### config.mk
export PLATFORM = sky130hd
export DESIGN_NAME = mesh_term_tx
export DESIGN_NICKNAME = d
export VERILOG_FILES = /design/src/rtl/mesh_term_tx_pkg.sv /design/src/rtl/mesh_term_tx_fifo.sv /design/src/rtl/mesh_term_tx.sv
export SDC_FILE = /design/constraint.sdc
export NUM_CORES = 1
export LEC_CHECK = 0
export CAP_MARGIN = 10
export CORE_ASPECT_RATIO = 0.7
export CORE_MARGIN = 2
export CORE_UTILIZATION = 50
export CTS_CLUSTER_DIAMETER = 100
export CTS_CLUSTER_SIZE = 30
export DETAILED_ROUTE_END_ITERATION = 10
export PLACE_DENSITY = 0.85
export RECOVER_POWER = 100
export REMOVE_ABC_BUFFERS = 1
export SLEW_MARGIN = 20
export SYNTH_ARGS = -nofsm -noshare
export SYNTH_HDL_FRONTEND = slang
export SYNTH_SLANG_ARGS = --single-unit
### constraint.sdc
create_clock -name clk -period 2.3 [get_ports clk]
set_input_delay 0.46 -clock clk [delete_from_list [all_inputs] [get_ports clk]]
set_output_delay 0.46 -clock clk [all_outputs]
set_load 0.05 [all_outputs]
### src/rtl/mesh_term_tx_pkg.sv
// Packet layout shared by the mesh terminal transmit path (package mesh_pkg).
package mesh_pkg;

    localparam int         PKG_SZ_DEFAULT = 40;
    localparam int         HDR_W          = 17;
    localparam logic [7:0] BDCST_DEFAULT  = 8'hFF;

    // Bit positions at the default width; other widths shift by (pckg_sz - PKG_SZ_DEFAULT).
    localparam int NXT_JMP_MSB = PKG_SZ_DEFAULT - 1;
    localparam int ROW_MSB     = PKG_SZ_DEFAULT - 9;
    localparam int COL_MSB     = PKG_SZ_DEFAULT - 13;
    localparam int MODE_BIT    = PKG_SZ_DEFAULT - 17;
    localparam int PAYLOAD_MSB = PKG_SZ_DEFAULT - 18;

    typedef struct packed {
        logic [7:0] nxt_jmp;
        logic [3:0] row;
        logic [3:0] col;
        logic       mode;
    } pkt_hdr_t;

    // Header sits above the payload; broadcast replaces the whole row/col byte.
    function automatic pkt_hdr_t pkt_pack(
        input logic [3:0] row,
        input logic [3:0] col,
        input logic       mode,
        input logic       bcast,
        input logic [7:0] bdcst
    );
        pkt_hdr_t h;
        h.nxt_jmp = 8'h00;
        h.row     = bcast ? bdcst[7:4] : row;
        h.col     = bcast ? bdcst[3:0] : col;
        h.mode    = mode;
        return h;
    endfunction

endpackage

### src/rtl/mesh_term_tx_fifo.sv
// mesh_sync_fifo: synchronous FIFO with arbitrary depth, registered head and
// simultaneous push/pop allowed when full.
module mesh_sync_fifo #(
    parameter int unsigned WIDTH = 40,
    parameter int unsigned DEPTH = 4
) (
    input  logic             clk,
    input  logic             rst,
    input  logic             push,
    input  logic             pop,
    input  logic [WIDTH-1:0] din,
    output logic [WIDTH-1:0] dout,
    output logic             full,
    output logic             empty,
    output logic             push_ok
);

    localparam int unsigned PW = (DEPTH > 1) ? $clog2(DEPTH) : 1;
    localparam int unsigned CW = $clog2(DEPTH + 1);
    localparam logic [PW-1:0] LAST_PTR = PW'(DEPTH - 1);
    localparam logic [CW-1:0] FULL_CNT = CW'(DEPTH);

    logic [WIDTH-1:0] mem [DEPTH];
    logic [PW-1:0]    wr_ptr;
    logic [PW-1:0]    rd_ptr;
    logic [CW-1:0]    count;
    logic             do_pop;

    function automatic logic [PW-1:0] ptr_next(input logic [PW-1:0] p);
        return (p == LAST_PTR) ? '0 : p + 1'b1;
    endfunction

    assign empty   = (count == '0);
    assign full    = (count == FULL_CNT);
    assign do_pop  = pop && !empty;
    // A pop in the same cycle frees the slot the push is about to use.
    assign push_ok = push && (!full || do_pop);

    always_ff @(posedge clk or posedge rst) begin
        if (rst) begin
            wr_ptr <= '0;
            rd_ptr <= '0;
            count  <= '0;
        end else begin
            if (push_ok) wr_ptr <= ptr_next(wr_ptr);
            if (do_pop)  rd_ptr <= ptr_next(rd_ptr);
            if (push_ok && !do_pop)
                count <= count + 1'b1;
            else if (do_pop && !push_ok)
                count <= count - 1'b1;
        end
    end

    always_ff @(posedge clk) begin
        if (push_ok) mem[wr_ptr] <= din;
    end

    assign dout = empty ? '0 : mem[rd_ptr];

endmodule

### src/rtl/mesh_term_tx.sv
// Terminal-side injection endpoint: packs host fields and queues them for the router.
// Optional MESH_TERM_TX_STATS_EN adds saturating push/pop/drop counters.
module mesh_term_tx
    import mesh_pkg::*;
#(
    parameter int         pckg_sz    = 40,
    parameter int         fifo_depth = 4,
    parameter logic [7:0] bdcst      = BDCST_DEFAULT,
    parameter int         TERM_ID    = 0
) (
    input  logic                  clk,
    input  logic                  reset,
    input  logic                  wr_en,
    input  logic [3:0]            dst_row,
    input  logic [3:0]            dst_col,
    input  logic                  mode,
    input  logic                  bcast,
    input  logic [pckg_sz-18:0]   payload,
    output logic                  wr_ack,
    output logic                  full,
    output logic [pckg_sz-1:0]    data_out_i_in,
    output logic                  pndng_i_in,
    input  logic                  popin,
    output logic                  overflow,
    output logic                  underflow_err
`ifdef MESH_TERM_TX_STATS_EN
    ,
    output logic [15:0]           tx_cnt,
    output logic [15:0]           pop_cnt,
    output logic [15:0]           drop_cnt
`endif
);

    if (pckg_sz < 24 || fifo_depth < 2 || TERM_ID < 0) begin : g_bad_cfg
        $error("mesh_term_tx: unsupported parameter combination");
    end

    pkt_hdr_t           hdr;
    logic [pckg_sz-1:0] pkt;
    logic               fifo_empty;

    assign hdr = pkt_pack(dst_row, dst_col, mode, bcast, bdcst);
    assign pkt = {hdr, payload};

    mesh_sync_fifo #(
        .WIDTH (pckg_sz),
        .DEPTH (fifo_depth)
    ) u_fifo (
        .clk     (clk),
        .rst     (reset),
        .push    (wr_en),
        .pop     (popin),
        .din     (pkt),
        .dout    (data_out_i_in),
        .full    (full),
        .empty   (fifo_empty),
        .push_ok (wr_ack)
    );

    assign pndng_i_in = !fifo_empty;

    always_ff @(posedge clk or posedge reset) begin
        if (reset) begin
            overflow      <= 1'b0;
            underflow_err <= 1'b0;
        end else begin
            if (wr_en && !wr_ack)      overflow      <= 1'b1;
            if (popin && !pndng_i_in)  underflow_err <= 1'b1;
        end
    end

`ifdef MESH_TERM_TX_STATS_EN
    logic pop_ok;
    logic drop;

    assign pop_ok = popin && pndng_i_in;
    assign drop   = wr_en && !wr_ack;

    always_ff @(posedge clk or posedge reset) begin
        if (reset) begin
            tx_cnt   <= '0;
            pop_cnt  <= '0;
            drop_cnt <= '0;
        end else begin
            if (wr_ack && tx_cnt   != '1) tx_cnt   <= tx_cnt   + 1'b1;
            if (pop_ok && pop_cnt  != '1) pop_cnt  <= pop_cnt  + 1'b1;
            if (drop   && drop_cnt != '1) drop_cnt <= drop_cnt + 1'b1;
        end
    end

`ifndef SYNTHESIS
    always_ff @(posedge clk) begin
        if (!reset && drop)
            $display("mesh_term_tx[%0d]: push dropped, queue full", TERM_ID);
    end
`endif
`endif

endmodule

==> results of run 1 <==
[critical path, delay by kind of cell (launching register included)]
kind	cells	cell delay (ns)
muxes	1	0.50
buffers and inverters	4	0.49
and+or+nand+nor	1	0.18
DFF	1	0.38
[registers in the layout, indices dropped and copies added (netlist names)]
register / flops
u_fifo.count: 3
underflow_err: 1
u_fifo.mem: 128
overflow: 1
u_fifo.rd_ptr: 2
u_fifo.wr_ptr: 2
[cells in the final DEF, fill, tap and decap left out, types with 2 or more instances in the layout]
cell type / instances
buf_4: 4
conb_1: 8
dfrtp_2: 2
mux2_2: 5
mux4_2: 32
clkinv_4: 2
buf_6: 19
and2_0: 2
edfxtp_1: 128
clkbuf_4: 5
dlygate4sd3_1: 28
or2_2: 8
buf_12: 22
buf_16: 2
dfrtp_1: 7
xor2_1: 2
clkbuf_2: 4
and2_4: 32
buf_8: 2
ha_1: 6
inv_1: 5
bufinv_16: 7
clkdlybuf4s50_1: 10
clkbuf_16: 17
clkinv_2: 2
nor2_1: 3
clkbuf_1: 2
and2_2: 2
[final timing paths]
| path | cells after the start | to |
|---|---|---|
| min reg2reg | 1 | underflow_err |
| min | 2 | underflow_err |
| max | 6 | data_out_i_in[5] |
| max reg2reg | 6 | u_fifo.count[1] |
| min in group clk | 1 | underflow_err |
| max in group asynchronous | 2 | u_fifo.rd_ptr[0] |
[layout make-up]
cell class | count | share of cell area
clock inverters | 12 | 0.0326
multi-input cells | 108 | 0.178
diodes | 1 | 0.000333
repair buffers | 96 | 0.160
inverters | 5 | 0.00249
well taps | 153 | 0.0254
flip-flops and latches | 137 | 0.541
clock buffers | 20 | 0.0594
[metrics by stage]
| step | power (W) | cell area (um^2) | util |
|---|---|---|---|
| after floorplan | 0.00673 | 5370 | - |
| after global placement | 0.00882 | 6630 | 0.609 |
| after detailed placement | 0.00896 | 6630 | 0.609 |
| after CTS | 0.0133 | 7670 | 0.705 |
| after global routing | 0.0134 | 7520 | 0.691 |
| final | 0.0129 | 7520 | 0.691 |
[report_power, final]
part / total [W] / switching (W) / leakage [nW] / internal (W)
clock: 0.00316 / 0.000992 / 0.334 / 0.00217
combinational: 0.00629 / 0.00330 / 1.11 / 0.00300
sequential: 0.00348 / 0.000180 / 1.26 / 0.00330
total: 0.0129 / 0.00447 / 2.70 / 0.00846
[kinds of logic after synthesis]
group / Yosys count / synth area share
xor gates and xnor gates: 3 / 0.00477
DFF: 137 / 0.739
buffers and inverters: 25 / 0.0336
and+or+nand+nor: 50 / 0.0566
muxes: 37 / 0.144
AOI/OAI and AO/OA: 3 / 0.00432
adders and majority gates: 7 / 0.0173
other: 1 / 0.000681
[per-layer routing]
metal / GRT usage / part of all wire / wire [um] / vias to the layer above
met5: 0 / 0 / 0 / -
met4: 0.0520 / 0.012 / 141 / 0
met3: 0.0688 / 0.060 / 681 / 13
met2: 0.358 / 0.53 / 6030 / 118
met1: 0.271 / 0.40 / 4570 / 1455
li1: - / - / - / 1226
[repair_timing]
action / 4_1_cts / 5_1_grt
hold endpoints to repair: 0 / 0
pin swaps: 0 / 0
resized for setup: 64 / 2
endpoints found under the setup margin: 32 / 33
gates cloned: 4 / 0
buffers inserted: 6 / 0
==> metrics.csv, run 1 <==
stage;metric;value;unit
detailed_routing;Vias;2812;
clock_tree;clk slew on worst S/H paths;0.06;ns
clock_tree;Worst-Skew Late Latency;0.41;ns
setup_path;worst r2r src;u_fifo.count[0];
timing;Setup WS post-layout;-0.129;ns
placed_design;GPL Wtd Cong;0.747;
yosys;mean area per synthesized cell;20.9;um^2
detailed_routing;drt pass-1 iters;4;
timing;Final Cycle Share;1.06;
setup_path;Worst setup SP type;flop;
setup_path;Crit. Startpoint;u_fifo.rd_ptr[0];
placed_design;DP Cell Count;491;
yosys;sequential area share after synthesis;0.739;
yosys;Synth area leader;edfxtp_1;
timing;setup TNS;-1.75;ns
yosys;most frequent cells after synthesis;edfxtp_1 (128), and2_1 (36), mux4_2 (28);
die;die height;91.8;um
detailed_routing;wire length reported by the detailed router;11400;um
die;Die Wd;129;um
die;Top-Level Pins;82;
global_routing;number of global-route vias before repair;3146;
detailed_routing;initial drt markers;221;
global_routing;initial antenna violation count;1;
clock_tree;CTS root buf;clkbuf_16;
yosys;Post-synth ARST share;0.0657;
placed_design;post-place setup slack;-0.0946;ns
pwr;Power Density;1720;nW/um^2
die;Die ar.;11900;um^2
die;Initial Util;0.506;
clock_tree;clock sinks;137;
pwr;worst vdd ir;0.00142;V
clock_tree;Clock Path Buffers;2;
layout;Multi-input gate area;1340;um^2
setup_path;Worst EP required;1.84;ns
yosys;cell types occupying the most area after synthesis;edfxtp_1 (70%), mux4_2 (11%), and2_1 (4.1%);
hold_path;HP Class;input pin to async pin;
yosys;share of Yosys cell area claimed by the top area cell type;0.698;
layout;# nets final;409;
yosys;Synth Cell Area;5510;um^2
timing;final-report setup violation count;33;
run_status;violated checks;setup timing;
setup_path;CP peak stage delay;0.50;ns
layout;P&R area growth vs syn;36.7;%
setup_path;worst path cell trace;buf_6 -> buf_12 -> buf_16 -> mux4_2 -> and2_4 -> buf_12;
layout;Layout Cells excl Fill;532;
clock_tree;Num CTS Buffers;17;
timing;Hold Fails Final Rpt;0;
setup_path;most frequent CP cell;buf_12;
die;row count;32;
yosys;number of flops mapped to enable cells by yosys;128;
detailed_routing;post-DR vias/cell;5.29;
setup_path;Critical Path End Type;output pin;
global_routing;largest net degree at the start of global routing;35;
timing;actual slew at the worst max-slew pin;0.509;ns
detailed_routing;Routed WL per cell;21.5;um
setup_path;slowest CP cell;mux4_2;
global_routing;first-pass GRT wire length;17900;um
flow_run;maxcap violations;0;
layout;fraction of layout cells with a size suffix above 1;0.452;
layout;Layout fillers;692;
timing;Peak Freq;412;MHz
setup_path;reg2reg setup slack;0.12;ns
placed_design;PortBufs;73;
yosys;count leader, synth;edfxtp_1;
run_status;outcome;complete, but fails checks;
setup_path;Crit Path Max Fanout;5;
clock_tree;CTS tree;built;
yosys;Synth Flop Type;edfxtp_1;
setup_path;WP data arrival;1.97;ns
setup_path;critical setup path kind;flop to output pin;
detailed_routing;DR DRC count;0;
yosys;Unique masters post-synth;25;
die;core area;10900;um^2
timing;clock skew;0.0103;ns
clock_tree;hold buffers post-CTS;0;
global_routing;GRT overflow;0;
timing;Max-slew headroom;0.659;
timing;Slew Viols, Final;0;
global_routing;Total Routing Usage GR;0.213;
timing;Min Hold Slack;0.463;ns
timing;RSZ-0062 raised after global routing;yes;
placed_design;DP Wirelength;6420;um
yosys;Synth warnings;0;
clock_tree;CTS H-tree depth;4;
layout;FF/Latch Area;4070;um^2
timing;crit path time final;2.43;ns
yosys;post-synthesis register bit count;137;
yosys;Syn Inst Count;263;
detailed_routing;post-route ant nets;0;
pwr;Pleak;2.70;nW
Note: power is estimated with default switching activity, not from simulation.
==> run 2, diff against run 1 <==
- CELL_PAD_IN_SITES_DETAIL_PLACEMENT: not set -> 1
- CELL_PAD_IN_SITES_GLOBAL_PLACEMENT: not set -> 2
- CORE_ASPECT_RATIO: 0.7 -> 0.5
- CORE_UTILIZATION: 50 -> 41
- PLACE_DENSITY: 0.85 -> 0.89
==> run 2 against run 1 <==
The flow still finishes with violations (setup timing). Final cell count up 2.3%. Sequential share of layout area up 0.71 points. Flip-flop and latch count stayed put. First-iteration DRC count is 23% lower. Core utilization shrank 11 points. Combinational power rose by 2%. Wire length grew 4.2%. Non-clock buffer count shrank 4. Worst setup slack improved by 0.0026 ns. Sequential power hardly changed. Critical path type unchanged.
==> metrics.csv, run 2 (synthesis results as in run 1) <==
stage;metric;value;unit
run_status;outcome;complete, but fails checks;
run_status;violated checks;setup timing;
global_routing;Total Routing Usage GR;0.178;
setup_path;Worst setup SP type;flop;
pwr;Power Density;1690;nW/um^2
global_routing;number of global-route vias before repair;3109;
layout;# nets final;405;
setup_path;Worst path depth;5;
timing;clock skew;0.00692;ns
timing;Peak Freq;412;MHz
setup_path;R2R depth;5;
pwr;Pleak;2.65;nW
pwr;Power Total;0.0126;W
detailed_routing;Routed WL per cell;21.9;um
detailed_routing;post-route ant nets;0;
placed_design;PortBufs;73;
setup_path;Crit. Startpoint;u_fifo.rd_ptr[0];
placed_design;DP Wirelength;7240;um
setup_path;Crit Path Max Fanout;6;
clock_tree;CTS H-tree depth;4;
hold_path;HP Class;input pin to async pin;
flow_run;maxcap violations;0;
layout;post-layout util;0.576;
clock_tree;CTS tree;built;
clock_tree;clk slew on worst S/H paths;0.06;ns
setup_path;CP delay by family, top;multiplexers;
die;Top-Level Pins;82;
timing;Hold Fails Final Rpt;0;
setup_path;slowest CP cell;mux4_2;
timing;RSZ-0062 raised after global routing;yes;
setup_path;WP buf/inv;3;
die;Die Wd;168;um
detailed_routing;DR DRC count;0;
detailed_routing;drt pass-1 iters;4;
layout;Inserted Diodes;0;
timing;final-report setup violation count;32;
timing;actual slew at the worst max-slew pin;0.521;ns
layout;max reg flops;128;
layout;Layout fillers;1094;
die;Initial Util;0.427;
placed_design;DP Cell Count;508;
timing;Setup WS post-layout;-0.126;ns
setup_path;Critical Path End Type;output pin;
placed_design;GPL Wtd Cong;0.706;
detailed_routing;post-DR vias/cell;5.13;
clock_tree;hold buffers post-CTS;0;
detailed_routing;initial drt markers;171;
timing;Slew Viols, Final;0;
layout;most common cell after layout, fill and taps aside;edfxtp_1;
layout;Layout Cells excl Fill;544;
setup_path;worst path cell trace;buf_4 -> clkbuf_16 -> mux4_2 -> and2_4 -> buf_6;
clock_tree;Clock Path Buffers;2;
layout;fraction of layout cells with a size suffix above 1;0.422;
global_routing;largest net degree at the start of global routing;35;
global_routing;initial antenna violation count;0;
timing;Max-slew headroom;0.652;
die;row count;29;
setup_path;Worst EP required;1.84;ns
setup_path;critical setup path kind;flop to output pin;
timing;Min Hold Slack;0.442;ns
die;Die ar.;14400;um^2
die;core area;12900;um^2
layout;Largest Register;u_fifo.mem;
global_routing;GRT overflow;0;
die;die height;85.9;um
setup_path;worst r2r src;u_fifo.count[2];
setup_path;CP peak stage delay;0.50;ns
clock_tree;clock sinks;137;
clock_tree;CTS root buf;clkbuf_16;
pwr;worst vdd ir;0.000742;V
layout;P&R area growth vs syn;34.8;%
timing;Final Cycle Share;1.05;
timing;crit path time final;2.43;ns
detailed_routing;Vias;2792;
setup_path;WP data arrival;1.97;ns
global_routing;first-pass GRT wire length;18500;um
detailed_routing;wire length reported by the detailed router;11900;um
layout;Top Registers;u_fifo.mem (128), u_fifo.count (3);
clock_tree;Worst-Skew Late Latency;0.41;ns
clock_tree;Num CTS Buffers;17;
layout;commonest cells after routing, fill and taps aside;edfxtp_1 (128), mux4_2 (32), and2_4 (32), buf_12 (32), dlygate4sd3_1 (28);
[run 2: changes by cell type in the layout (fill, tap and decap cells not counted), moves of 3 or more]
cell       previous run  this run
buf_12               22        32
bufinv_16             7         3
clkinv_1              0         5
buf_4                 4        10
clkinv_2              2         5
buf_6                19         5
clkbuf_4              5         1
[run 2: cell type report]
| class | instances | area, um^2 | area share |
|---|---|---|---|
| flip-flops and latches | 137 | 4070 | 0.548 |
| multi-input cells | 108 | 1340 | 0.180 |
| repair buffers | 92 | 1220 | 0.164 |
| clock buffers | 19 | 433 | 0.0583 |
| well taps | 170 | 213 | 0.0286 |
| clock inverters | 13 | 134 | 0.0180 |
| inverters | 5 | 18.8 | 0.00253 |
[run 2: power by group]
part,switching (W),internal [W],total (W)
combinational,0.00328,0.00315,0.00643
clock,0.000950,0.00167,0.00262
sequential,0.000201,0.00330,0.00350
[run 2: routing by layer]
metal	vias to the layer above	routed length (um)	GRT usage
met2	100	6350	0.302
li1	1212	-	-
met5	-	0	0
met1	1466	4810	0.214
met4	0	182	0.0664
met3	14	553	0.0609
[run 2: metrics by stage]
stage	setup TNS, ns	cell area (um^2)	setup WS, ns
6_report	-2.47	7420	-0.126
5_1_grt	-5.42	7420	-0.175
4_1_cts	-2.98	7460	-0.136
3_5_place_dp	-0.111	6800	-0.0856
3_3_place_gp	0	6800	0.0156
2_1_floorplan	-107.80	5370	-0.731
[run 2: worst paths after layout]
| path | endpoint | slack, ns |
|---|---|---|
| worst max-delay path | data_out_i_in[1] | -0.13 |
| worst min-delay path | u_fifo.count[0] | 0.44 |
| worst max register to register | u_fifo.mem[1][8] | 0.13 |
| worst min register to register | overflow | 0.48 |
| max in group asynchronous | u_fifo.rd_ptr[0] | 1.59 |
| min in group clk | overflow | 0.48 |
[run 2: timing repair]
action | 4_1_cts | 5_1_grt
resized for setup | 41 | 1
buffers inserted | 1 | 2
pin swaps | 0 | 0
cloned | 0 | 1
endpoints found under the setup margin | 32 | 32
==> run 3, diff against run 2 <==
- TNS_END_PERCENT: not set -> 20
==> run 3 against run 2 <==
The run still ends with setup timing left. Non-clock buffer count down 2. Flip-flop and latch count unchanged. Wire length up 5.0%. Final cell count down 0.37%. Clock power about the same. Via count down 0.39%. Register-to-register slack worse by 0.04 ns. Largest cell class unchanged.
==> metrics.csv, run 3 (synthesis results as in run 1) <==
stage;metric;value;unit
run_status;outcome;complete, but fails checks;
run_status;violated checks;setup timing;
timing;Peak Freq;406;MHz
placed_design;post-place setup slack;-0.0856;ns
layout;Top Registers;u_fifo.mem (128), u_fifo.count (3);
setup_path;CP delay by family, top;flip-flops;
timing;clock skew;0.00917;ns
detailed_routing;initial drt markers;132;
layout;commonest cells after routing, fill and taps aside;edfxtp_1 (128), mux4_2 (32), and2_4 (32), buf_12 (32), dlygate4sd3_1 (28);
placed_design;GPL Wtd Cong;0.706;
detailed_routing;post-DR vias/cell;5.13;
timing;RSZ-0062 raised after global routing;yes;
layout;P&R area growth vs syn;34.6;%
clock_tree;clk slew on worst S/H paths;0.06;ns
die;core area;12900;um^2
detailed_routing;Vias;2781;
layout;Largest Register;u_fifo.mem;
setup_path;Crit Path Max Fanout;9;
clock_tree;CTS H-tree depth;4;
timing;Hold Fails Final Rpt;0;
setup_path;WP data arrival;2.00;ns
clock_tree;Clock Path Buffers;2;
die;Top-Level Pins;82;
layout;max reg flops;128;
setup_path;worst path cell trace;clkbuf_16 -> mux4_2 -> and2_4 -> buf_12;
clock_tree;Num CTS Buffers;17;
global_routing;GRT overflow;0;
clock_tree;hold buffers post-CTS;0;
setup_path;Worst EP required;1.84;ns
global_routing;number of global-route vias before repair;3107;
clock_tree;CTS root buf;clkbuf_16;
die;row count;29;
timing;Max-slew headroom;0.648;
pwr;Pleak;2.64;nW
clock_tree;Worst-Skew Late Latency;0.42;ns
die;Die Wd;168;um
detailed_routing;DR DRC count;0;
layout;post-layout util;0.575;
timing;final-report setup violation count;32;
timing;actual slew at the worst max-slew pin;0.529;ns
timing;crit path time final;2.46;ns
clock_tree;clock sinks;137;
die;Initial Util;0.427;
setup_path;critical setup path kind;flop to output pin;
detailed_routing;drt pass-1 iters;4;
setup_path;Critical Path End Type;output pin;
placed_design;DP Wirelength;7240;um
clock_tree;CTS tree;built;
setup_path;slowest CP cell;dfrtp_2;
detailed_routing;post-route ant nets;0;
global_routing;initial antenna violation count;0;
die;die height;85.9;um
global_routing;Total Routing Usage GR;0.178;
layout;Multi-input gate area;1340;um^2
layout;Final Instance Area;7410;um^2
timing;Final Cycle Share;1.07;
pwr;worst vdd ir;0.000762;V
placed_design;PortBufs;73;
layout;# nets final;403;
setup_path;CP peak stage delay;0.51;ns
setup_path;Worst setup SP type;flop;
layout;FF/Latch Area;4070;um^2
detailed_routing;wire length reported by the detailed router;12500;um
placed_design;Post-Place Cell Area;6800;um^2
hold_path;HP Class;input pin to async pin;
timing;Slew Viols, Final;0;
pwr;Power Density;1700;nW/um^2
setup_path;WP buf/inv;2;
layout;Inserted Diodes;0;
detailed_routing;Routed WL per cell;23.1;um
timing;Setup WS post-layout;-0.163;ns
layout;fraction of layout cells with a size suffix above 1;0.419;
global_routing;first-pass GRT wire length;18500;um
pwr;Power Total;0.0126;W
layout;Layout fillers;1091;
die;Die ar.;14400;um^2
global_routing;largest net degree at the start of global routing;35;
timing;Min Hold Slack;0.443;ns
flow_run;maxcap violations;0;
layout;most common cell after layout, fill and taps aside;edfxtp_1;
==> run 3: cell types whose count changed in the layout (fill, tap and decap cells not counted) <==
cell	before	now
buf_4	10	7
buf_8	1	0
buf_6	5	7
==> run 3: what timing repair did <==
action,4_1_cts,5_1_grt
hold endpoints to repair,0,0
buffers inserted,0,1
resized for setup,40,1
endpoints found under the setup margin,32,32
gates cloned,0,1
==> run 3: layout make-up <==
class / instances / share of cell area
tap: 170 / 0.0287
inverter: 5 / 0.00253
timing repair buffer: 90 / 0.163
sequential: 137 / 0.549
multi-input combinational: 108 / 0.180
clock buffer: 19 / 0.0584
clock inverter: 13 / 0.0181
==> run 3: metrics by stage <==
stage               std cells  TNS (ns)
finish                    542     -4.38
global route              542     -7.22
CTS                       540     -4.00
detailed placement        508    -0.111
global placement          508         0
floorplan                 250   -107.80
==> run 3: worst paths after layout <==
kind	depth (start not counted)	slack, ns	end	startpoint
worst max-delay path	4	-0.16	data_out_i_in[18]	u_fifo.rd_ptr[0]
worst min-delay path	2	0.44	u_fifo.count[0]	reset
worst max register to register	5	0.09	u_fifo.mem[1][13]	u_fifo.count[2]
worst min register to register	1	0.48	overflow	overflow
max in group asynchronous	2	1.59	u_fifo.rd_ptr[0]	reset
min in group clk	1	0.48	overflow	overflow
==> run 3: worst reg2reg max path, stage by stage (launching register included) <==
cell and delay, ns:
dfrtp_1 0.40, nor3b_1 0.18, a21boi_0 0.34, buf_4 0.24, and2_0 0.35, buf_4 0.36
==> run 3: per-layer routing <==
metal  up-vias  wire length, um  part of all wire  GRT usage
met1      1481             5240              0.42      0.215
li1       1206                -                 -          -
met2        82             6600              0.53      0.302
met3        12              496             0.040     0.0595
met4         0              160             0.013     0.0664
met5         -                0                 0          0
==> run 3: report_power, final <==
part / total [W] / switching [W] / internal (W)
sequential: 0.00353 / 0.000229 / 0.00330
combinational: 0.00641 / 0.00328 / 0.00313
clock: 0.00265 / 0.000978 / 0.00167
total: 0.0126 / 0.00449 / 0.00810
